[config.mk]
export PLATFORM = sky130hd
export DESIGN_NAME = cpu_icache_flat
export DESIGN_NICKNAME = d
export VERILOG_FILES = /design/src/rtl/cpu_icache_if.sv /design/src/rtl/cpu_icache.sv /design/src/flat_wrapper.sv
export SDC_FILE = /design/constraint.sdc
export NUM_CORES = 2
export LEC_CHECK = 0
export ABC_AREA = 0
export CORE_MARGIN = 2
export CORE_UTILIZATION = 30
export CTS_CLUSTER_DIAMETER = 100
export DETAILED_ROUTE_END_ITERATION = 12
export DONT_BUFFER_PORTS = 1
export GPL_ROUTABILITY_DRIVEN = 0
export HOLD_SLACK_MARGIN = 0.12
export PLACE_DENSITY = 0.4
export SLEW_MARGIN = 20
export SYNTH_ARGS = -nofsm -noshare
export SYNTH_HDL_FRONTEND = slang
export SYNTH_SLANG_ARGS = --single-unit
export TNS_END_PERCENT = 1
[constraint.sdc]
create_clock -name clk -period 7.18 [get_ports clk]
set_clock_uncertainty 0.1 [all_clocks]
set_input_delay 0.718 -clock clk [delete_from_list [all_inputs] [get_ports clk]]
set_output_delay 0.718 -clock clk [all_outputs]
set_load 0.1 [all_outputs]
[src/rtl/cpu_icache_if.sv]
// Lookup and memory-bus signals between the instruction cache and its neighbours.
// The master side drives lookups, grant and read data; the cache is the slave.
interface cpu_icache_if #(
    parameter int ADDR_W = 32
);
    logic              rdy;
    logic              en_rx;
    logic              en_ry;
    logic [ADDR_W-1:0] pcx;
    logic [ADDR_W-1:0] pcy;
    logic              hitx;
    logic              hity;
    logic [31:0]       instx;
    logic [31:0]       insty;
    logic              mem_req_out;
    logic              mem_gnt_in;
    logic [ADDR_W-1:0] mem_a_out;
    logic [7:0]        mem_din;

    modport master (
        output rdy, en_rx, en_ry, pcx, pcy, mem_gnt_in, mem_din,
        input  hitx, hity, instx, insty, mem_req_out, mem_a_out
    );

    modport slave (
        input  rdy, en_rx, en_ry, pcx, pcy, mem_gnt_in, mem_din,
        output hitx, hity, instx, insty, mem_req_out, mem_a_out
    );
endinterface

[src/rtl/cpu_icache.sv]
// Direct-mapped, one-word-per-line instruction cache with two combinational lookup
// ports and a byte-serial refill over the shared memory bus (big-endian by address).
module cpu_icache #(
    parameter int ADDR_W  = 32,
    parameter int INDEX_W = 6
) (
    input  logic         clk,
    input  logic         rst,
    cpu_icache_if.slave  bus
);
    localparam int LINES = 1 << INDEX_W;
    localparam int TAG_W = ADDR_W - INDEX_W - 2;

    typedef enum logic [1:0] {IDLE, REQ, READ} state_t;

    state_t            state, state_nxt;
    logic [LINES-1:0]  valid;
    logic [TAG_W-1:0]  tag_mem  [LINES];
    logic [31:0]       data_mem [LINES];

    logic [ADDR_W-1:0] fill_addr;
    logic [2:0]        k;
    logic [31:0]       buffer;
    logic              fill_ld, fill_sel_y, fill_done;
    logic              req, hitx, hity;
    logic [ADDR_W-1:0] addr;

    logic [INDEX_W-1:0] idx_x, idx_y, fill_idx;
    logic [TAG_W-1:0]   tag_x, tag_y, fill_tag;
    logic               unused_low_bits;

    assign idx_x    = bus.pcx[INDEX_W+1:2];
    assign tag_x    = bus.pcx[ADDR_W-1:INDEX_W+2];
    assign idx_y    = bus.pcy[INDEX_W+1:2];
    assign tag_y    = bus.pcy[ADDR_W-1:INDEX_W+2];
    assign fill_idx = fill_addr[INDEX_W+1:2];
    assign fill_tag = fill_addr[ADDR_W-1:INDEX_W+2];
    assign unused_low_bits = ^{bus.pcx[1:0], bus.pcy[1:0]};

    // Zero-latency lookups; they stay live while a fill is in flight.
    assign hitx = bus.en_rx & valid[idx_x] & (tag_mem[idx_x] == tag_x);
    assign hity = bus.en_ry & valid[idx_y] & (tag_mem[idx_y] == tag_y);

    assign bus.hitx        = hitx;
    assign bus.hity        = hity;
    assign bus.instx       = hitx ? data_mem[idx_x] : 32'd0;
    assign bus.insty       = hity ? data_mem[idx_y] : 32'd0;
    assign bus.mem_req_out = req;
    assign bus.mem_a_out   = addr;

    always_comb begin
        state_nxt  = state;
        fill_ld    = 1'b0;
        fill_sel_y = 1'b0;
        fill_done  = 1'b0;
        req        = 1'b0;
        addr       = '0;
        case (state)
            IDLE: begin
                if (bus.en_rx && !hitx) begin
                    fill_ld   = 1'b1;
                    state_nxt = REQ;
                end else if (bus.en_ry && !hity) begin
                    fill_ld    = 1'b1;
                    fill_sel_y = 1'b1;
                    state_nxt  = REQ;
                end
            end
            REQ: begin
                req = 1'b1;
                if (bus.mem_gnt_in) state_nxt = READ;
            end
            READ: begin
                req = 1'b1;
                // k=0..3 drive byte addresses; k=4 only captures the last byte.
                if (k != 3'd4) begin
                    addr = fill_addr + ADDR_W'(k);
                end else begin
                    fill_done = 1'b1;
                    state_nxt = IDLE;
                end
            end
            default: state_nxt = IDLE;
        endcase
    end

    always_ff @(posedge clk) begin
        if (!rst) begin
            state <= IDLE;
            valid <= '0;
            k     <= '0;
        end else if (bus.rdy) begin
            state <= state_nxt;
            if (state == REQ)
                k <= '0;
            else if (state == READ)
                k <= k + 3'd1;
            if (fill_done)
                valid[fill_idx] <= 1'b1;
        end
    end

    // Line storage and refill buffer carry no reset; valid bits gate their use.
    always_ff @(posedge clk) begin
        if (bus.rdy) begin
            if (fill_ld)
                fill_addr <= fill_sel_y ? {bus.pcy[ADDR_W-1:2], 2'b00}
                                        : {bus.pcx[ADDR_W-1:2], 2'b00};
            if (state == READ) begin
                case (k)
                    3'd1: buffer[31:24] <= bus.mem_din;
                    3'd2: buffer[23:16] <= bus.mem_din;
                    3'd3: buffer[15:8]  <= bus.mem_din;
                    default: ;
                endcase
            end
            if (fill_done) begin
                tag_mem[fill_idx]  <= fill_tag;
                data_mem[fill_idx] <= {buffer[31:8], bus.mem_din};
            end
        end
    end
endmodule
[src/flat_wrapper.sv]
// flat-port wrapper written by rule: the top's interface ports become plain ports
module cpu_icache_flat 
#(
    parameter int ADDR_W  = 32,
    parameter int INDEX_W = 6
)
  (clk, rst, bus_rdy, bus_en_rx, bus_en_ry, bus_pcx, bus_pcy, bus_mem_gnt_in, bus_mem_din, bus_hitx, bus_hity, bus_instx, bus_insty, bus_mem_req_out, bus_mem_a_out);
  cpu_icache_if #(.ADDR_W(ADDR_W)) bus_i ();
  input  logic clk;
  input  logic rst;
  input wire logic [$bits(bus_i.rdy)-1:0] bus_rdy;
  input wire logic [$bits(bus_i.en_rx)-1:0] bus_en_rx;
  input wire logic [$bits(bus_i.en_ry)-1:0] bus_en_ry;
  input wire logic [$bits(bus_i.pcx)-1:0] bus_pcx;
  input wire logic [$bits(bus_i.pcy)-1:0] bus_pcy;
  input wire logic [$bits(bus_i.mem_gnt_in)-1:0] bus_mem_gnt_in;
  input wire logic [$bits(bus_i.mem_din)-1:0] bus_mem_din;
  output wire logic [$bits(bus_i.hitx)-1:0] bus_hitx;
  output wire logic [$bits(bus_i.hity)-1:0] bus_hity;
  output wire logic [$bits(bus_i.instx)-1:0] bus_instx;
  output wire logic [$bits(bus_i.insty)-1:0] bus_insty;
  output wire logic [$bits(bus_i.mem_req_out)-1:0] bus_mem_req_out;
  output wire logic [$bits(bus_i.mem_a_out)-1:0] bus_mem_a_out;
  assign bus_i.rdy = bus_rdy;
  assign bus_i.en_rx = bus_en_rx;
  assign bus_i.en_ry = bus_en_ry;
  assign bus_i.pcx = bus_pcx;
  assign bus_i.pcy = bus_pcy;
  assign bus_i.mem_gnt_in = bus_mem_gnt_in;
  assign bus_i.mem_din = bus_mem_din;
  assign bus_hitx = bus_i.hitx;
  assign bus_hity = bus_i.hity;
  assign bus_instx = bus_i.instx;
  assign bus_insty = bus_i.insty;
  assign bus_mem_req_out = bus_i.mem_req_out;
  assign bus_mem_a_out = bus_i.mem_a_out;
  cpu_icache #(.ADDR_W(ADDR_W), .INDEX_W(INDEX_W)) u_core (.clk(clk), .rst(rst), .bus(bus_i));
endmodule
# Word-level counts from Yosys, hierarchy flattened
# Memories as Yosys holds them, arrays and structs flattened.
# Cells that the tools add are included.
dict set report op_classes {
  addsub 2
  order_cmp 4
  n_eq_ne 11
  mux 29
  bitwise 5
  n_reduce_logical 15
}
# op count
set op_table {}
lappend op_table {{$mux 32} 5}
lappend op_table {{$or 64x64->64} 1}
lappend op_table {{$eq 24x24->1} 2}
lappend op_table {{$add 32x3->32} 1}
lappend op_table {{$lt 6x7->1 const B} 3}
lappend op_table {{$mux 1} 14}
lappend op_table {{$bmux 1 s6} 2}
lappend op_table {{$reduce_and 3->1} 3}
lappend op_table {{$mux 2} 4}
lappend op_table {{$demux 1 s6} 1}
lappend op_table {{$eq 3x2->1 const B} 2}
lappend op_table {{$ge 6x1->1 const B} 1}
lappend op_table {{$mux 3} 2}
lappend op_table {{$pmux 2 s3} 1}
lappend op_table {{$reduce_and 2->1} 3}
lappend op_table {{$and 1x1->1} 4}
lappend op_table {{$ne 2x2->1 const B} 2}
lappend op_table {{$reduce_and 4->1} 1}
lappend op_table {{$add 3x1->3 const B} 1}
lappend op_table {{$eq 3x1->1 const B} 1}
lappend op_table {{$logic_and 1x1->1} 3}
lappend op_table {{$ne 3x1->1 const B} 1}
lappend op_table {{$ne 3x3->1 const B} 1}
lappend op_table {{$eq 2x1->1 const B} 1}
lappend op_table {{other kinds (5)} 6}
dict set report word_totals {
  ff_bits 125
  ramBits 3584
  output_inout_bits 99
  word_cells 75
  n_memories 2
}
# name depth word_bits rd rd_ports_with_merged_regs write_ports line_no
set mem_list {}
lappend mem_list {u_core.data_mem 64 32 2 0 1 cpu_icache.sv:19} ;# logic [31:0] data_mem [LINES];
lappend mem_list {u_core.tag_mem 64 24 2 0 1 cpu_icache.sv:18} ;# logic [TAG_W-1:0] tag_mem [LINES];

# Depth between registers and ports, before layout
dict set report logic_depth {
  word_depth 10
  mapped_depth 18
  depth_no_buf 11
}

# Worst setup path after synthesis
# No wires, ideal clock.
dict set report synth_path {
  path_type {input -> output}
  startpoint {in bus_pcx[2]}
  endpoint {out bus_instx[24]}
  t_arrival_ns 6.239
  path_slack_ns 0.123
  path_stages 16
  path_cell_list {buf_2 -> buf_4 -> buf_2 -> buf_2 -> buf_2 -> mux2i_1 -> a22oi_1 -> o211ai_1 -> nand4_1 -> nor4_1 -> xnor2_1 -> a221o_1 -> nor3_1 -> nand4_1 -> clkbuf_1 -> a311oi_1}
}
dict set report synth_via {
  elab_chain_len 5
}
# element line_no
set synth_rtl {}
lappend synth_rtl {{start: declaration} flat_wrapper.sv:14} ;# input wire logic [$bits(bus_i.pcx)-1:0] bus_pcx;
lappend synth_rtl {{parallel branches: the longest is 4 deep, another holds $mem_v2 64x24} n/a}
lappend synth_rtl {{$mux 32 *} cpu_icache.sv:46} ;# assign bus.instx = hitx ? data_mem[idx_x] : 32'd0;
lappend synth_rtl {{end: declaration} flat_wrapper.sv:20} ;# output wire logic [$bits(bus_i.instx)-1:0] bus_instx;
# Mark *: on every way between the ends. The select of a mux whose other input is x is not followed.

# Worst setup path after layout
dict set report layout_path {
  startpoint {in bus_pcx[3]}
  endpoint {out bus_instx[16]}
}
# Same word-level chain as after synthesis.

==> metrics.txt <==
H-tree depth=5; DIE AREA=579100 um2; source of the worst register-to-register timing path=u_core.tag_mem[30][0]; final layout net count=8684; number of warnings reported in the yosys synthesis log=0; syn_nets=8286; antenna violations before repair=85; commonest non-fill, non-tap cell in the layout=sky130_fd_sc_hd__edfxtp_1; remaining routing DRC violations=0; via density per instance=6.006; pin count of the biggest net entering global routing=405; critical path class=in2out; worst rel slew slack=10.21%; wire length of the first global-routing pass=985500 um; placed insts=15630; unrepaired setup endpoints after global routing=no; number of placement rows=278; number of synthesized flops with an enable pin=3638; number of routed nets with antenna violations=0; setup violators final=0; half-perimeter wire length of the detailed placement result=409200 um; ports placed on the boundary=177; final-layout setup total negative slack=0 ns; transition time at the pin with the least slew margin=1.347 ns; Worst Path Arrival=6.11 ns; global route overflow=0; floorplan die width=761.0 um; MaxCap Viol Count=0; Hold Crit Class=in2reg; ys flop type=sky130_fd_sc_hd__edfxtp_1; Starting Density=30.06%; detailed-route via count=99450; Clock Root Buffer=sky130_fd_sc_hd__clkbuf_16; most used cells in the layout excluding fill and tap cells=sky130_fd_sc_hd__edfxtp_1, sky130_fd_sc_hd__mux4_2, sky130_fd_sc_hd__clkbuf_16; clock network latency to the later pin of the worst-skew pair=1.03 ns; sequential-to-total area share from yosys stat=64.35%; Synth Instances=8197; category of the worst setup path capture point=output port; Routed Wire Length=750600 um; number of pins with negative max-slew slack in the final report=0; area added between synthesis and finish=16.87%; number of iterations in the first detailed-routing pass=6; power per cell area=246.4 nW/um2; maximum fanout along the worst path=97; kind of start point of the critical path=primary input; die outline height=761.0 um; wire length per cell=45.33 um; clock tree from TritonCTS=built; leakage power of the design=61.90 nW; syn_area_per_cell=20.97 um2; highest attainable clock frequency=0.1444 GHz; number of clock sinks=3707; Filler Cells Inserted=52970; crit share post-route=96.42%; final hold slack=0.2444 ns; number of buffers inserted by port buffering=0; fraction of final layout cells with drive strength greater than 1=38.07%; hold violation count in the final report=0; worst setup path startpoint=bus_pcx[3]; share of flip-flops with an asynchronous set or reset=0%; clock input transition at the sequential cells of the worst setup and hold paths=0.06 ns; standard cell core area=571800 um2; Power Total=49.50 mW; Total Routing Usage GR=25.32%; maximum resistive drop on vdd=0.2073 mV; number of distinct library cells after synthesis=72; worst path required time=6.36 ns; Setup Buffers After CTS=0; post-synthesis cell area=171900 um2; vias in the first global route=101600; Finished Layout Cells=16560; status=completed; CTS buffer count=436; maximum root-to-sink buffer count=4; Period minus WS final=6.923 ns; HP Start=bus_rdy; drt first-iter violations=13390; final core occ=35.13%; count of state elements after synthesis=3707
where the power goes:
part / switching [mW] / total [mW] / internal [mW]
registers: 0.0310 / 23.8 / 23.7
clock network: 9.36 / 21.7 / 12.3
logic: 2.36 / 4.01 / 1.65
total: 11.8 / 49.5 / 37.7
metal layers:
| metal | global-route usage [%] | vias up | routed length (um) |
|---|---|---|---|
| met5 | 0 | - | 126 |
| met4 | 7.496 | 22 | 24000 |
| met3 | 4.098 | 941 | 53850 |
| met2 | 41.25 | 4860 | 358900 |
| met1 | 35.03 | 56720 | 313800 |
| li1 | - | 36910 | - |
sequential cells by signal, indices dropped and copies added, names as in the netlist:
| signal | count |
|---|---|
| u_core.valid | 64 |
| u_core.tag_mem | 1536 |
| u_core.data_mem | 2048 |
| u_core.buffer | 24 |
| u_core.k | 3 |
| u_core.state | 2 |
| u_core.fill_addr | 30 |
worst paths after layout:
kind / cells past startpoint / end / slack, ns
hold reg to reg: 1 / u_core.valid[54] / 0.38
setup reg to reg: 16 / u_core.fill_addr[4] / 1.45
hold / removal: 2 / u_core.buffer[9] / 0.24
setup / recovery: 16 / bus_instx[16] / 0.26
through the flow:
| step | cell area, um2 | worst slack (ns) |
|---|---|---|
| floorplan | 171900 | 0.1229 |
| global placement | 185400 | -1.209 |
| detailed placement | 186000 | -0.7452 |
| CTS | 200700 | 0.02334 |
| global route | 200900 | 0.08871 |
| finish | 200900 | 0.2567 |
cells by family after synthesis:
kind of cell,synth area share (%)
flip-flops,64.35
multiplexers,29.01
AND/OR/NAND/NOR,2.159
buffers and inverters,1.740
AO/OA/AOI/OAI,2.330
XOR/XNOR,0.3261
adder cells (fa/ha/maj),0.08006
area by class of cell:
class	instances	area [um2]	share of cell area, %
repair buffers	595	7567	3.767
clock inverters	259	2205	1.097
flip-flops and latches	3707	110600	55.06
clock buffers	542	11440	5.692
diodes	40	100.1	0.04982
multi-input cells	3833	59400	29.56
well taps	7560	9459	4.708
inverters	22	112.6	0.05605
synthesized netlist by cell type (all sizes together), types with 12 or more instances:
master / count / area, um2
nand2: 219 / 822.0
nor2: 159 / 596.8
and3: 29 / 181.4
or3: 13 / 81.33
nand3: 94 / 470.5
o22ai: 51 / 319.1
a311oi: 14 / 122.6
mux4: 2022 / 45540
a22o: 20 / 175.2
nor2b: 90 / 563.0
o21a: 66 / 495.5
xor2: 39 / 341.6
a31oi: 26 / 162.7
mux2: 62 / 799.5
a221oi: 23 / 201.4
mux2i: 353 / 3533
o211ai: 12 / 90.09
nor3: 40 / 200.2
inv: 21 / 78.82
and2: 19 / 118.9
dfxtp: 69 / 1381
xnor2: 25 / 219.0
a22oi: 133 / 998.5
buf: 338 / 1793
o21ai: 46 / 230.2
edfxtp: 3638 / 109200
a21oi: 61 / 305.3
clkbuf: 297 / 1115
nand2b: 25 / 156.4
nand4: 30 / 187.7
a211oi: 34 / 255.2
timing repair:
| action | CTS | global route |
|---|---|---|
| gates cloned | 5 | 3 |
| hold buffers | 75 | 0 |
| hold endpoints to repair | 637 | 0 |
| gates resized for setup | 0 | 2 |
| endpoints found under the setup margin | 33 | 31 |
worst max-delay path: stages:
cell and delay [ns]:
sky130_fd_sc_hd__buf_16 0.39, sky130_fd_sc_hd__buf_16 0.46, sky130_fd_sc_hd__mux4_2 0.60, sky130_fd_sc_hd__mux2i_1 0.30, sky130_fd_sc_hd__o22ai_1 0.15, sky130_fd_sc_hd__a2111oi_0 0.44, sky130_fd_sc_hd__a21oi_1 0.20, sky130_fd_sc_hd__xnor2_2 0.43
sky130_fd_sc_hd__nand3_1 0.13, sky130_fd_sc_hd__a2111oi_1 0.42, sky130_fd_sc_hd__buf_4 0.23, sky130_fd_sc_hd__nand4_1 0.32, sky130_fd_sc_hd__buf_12 0.33, sky130_fd_sc_hd__buf_12 0.22, sky130_fd_sc_hd__nor2b_2 0.17, sky130_fd_sc_hd__buf_12 0.19
No activity file was read; power rests on OpenSTA's default activity.
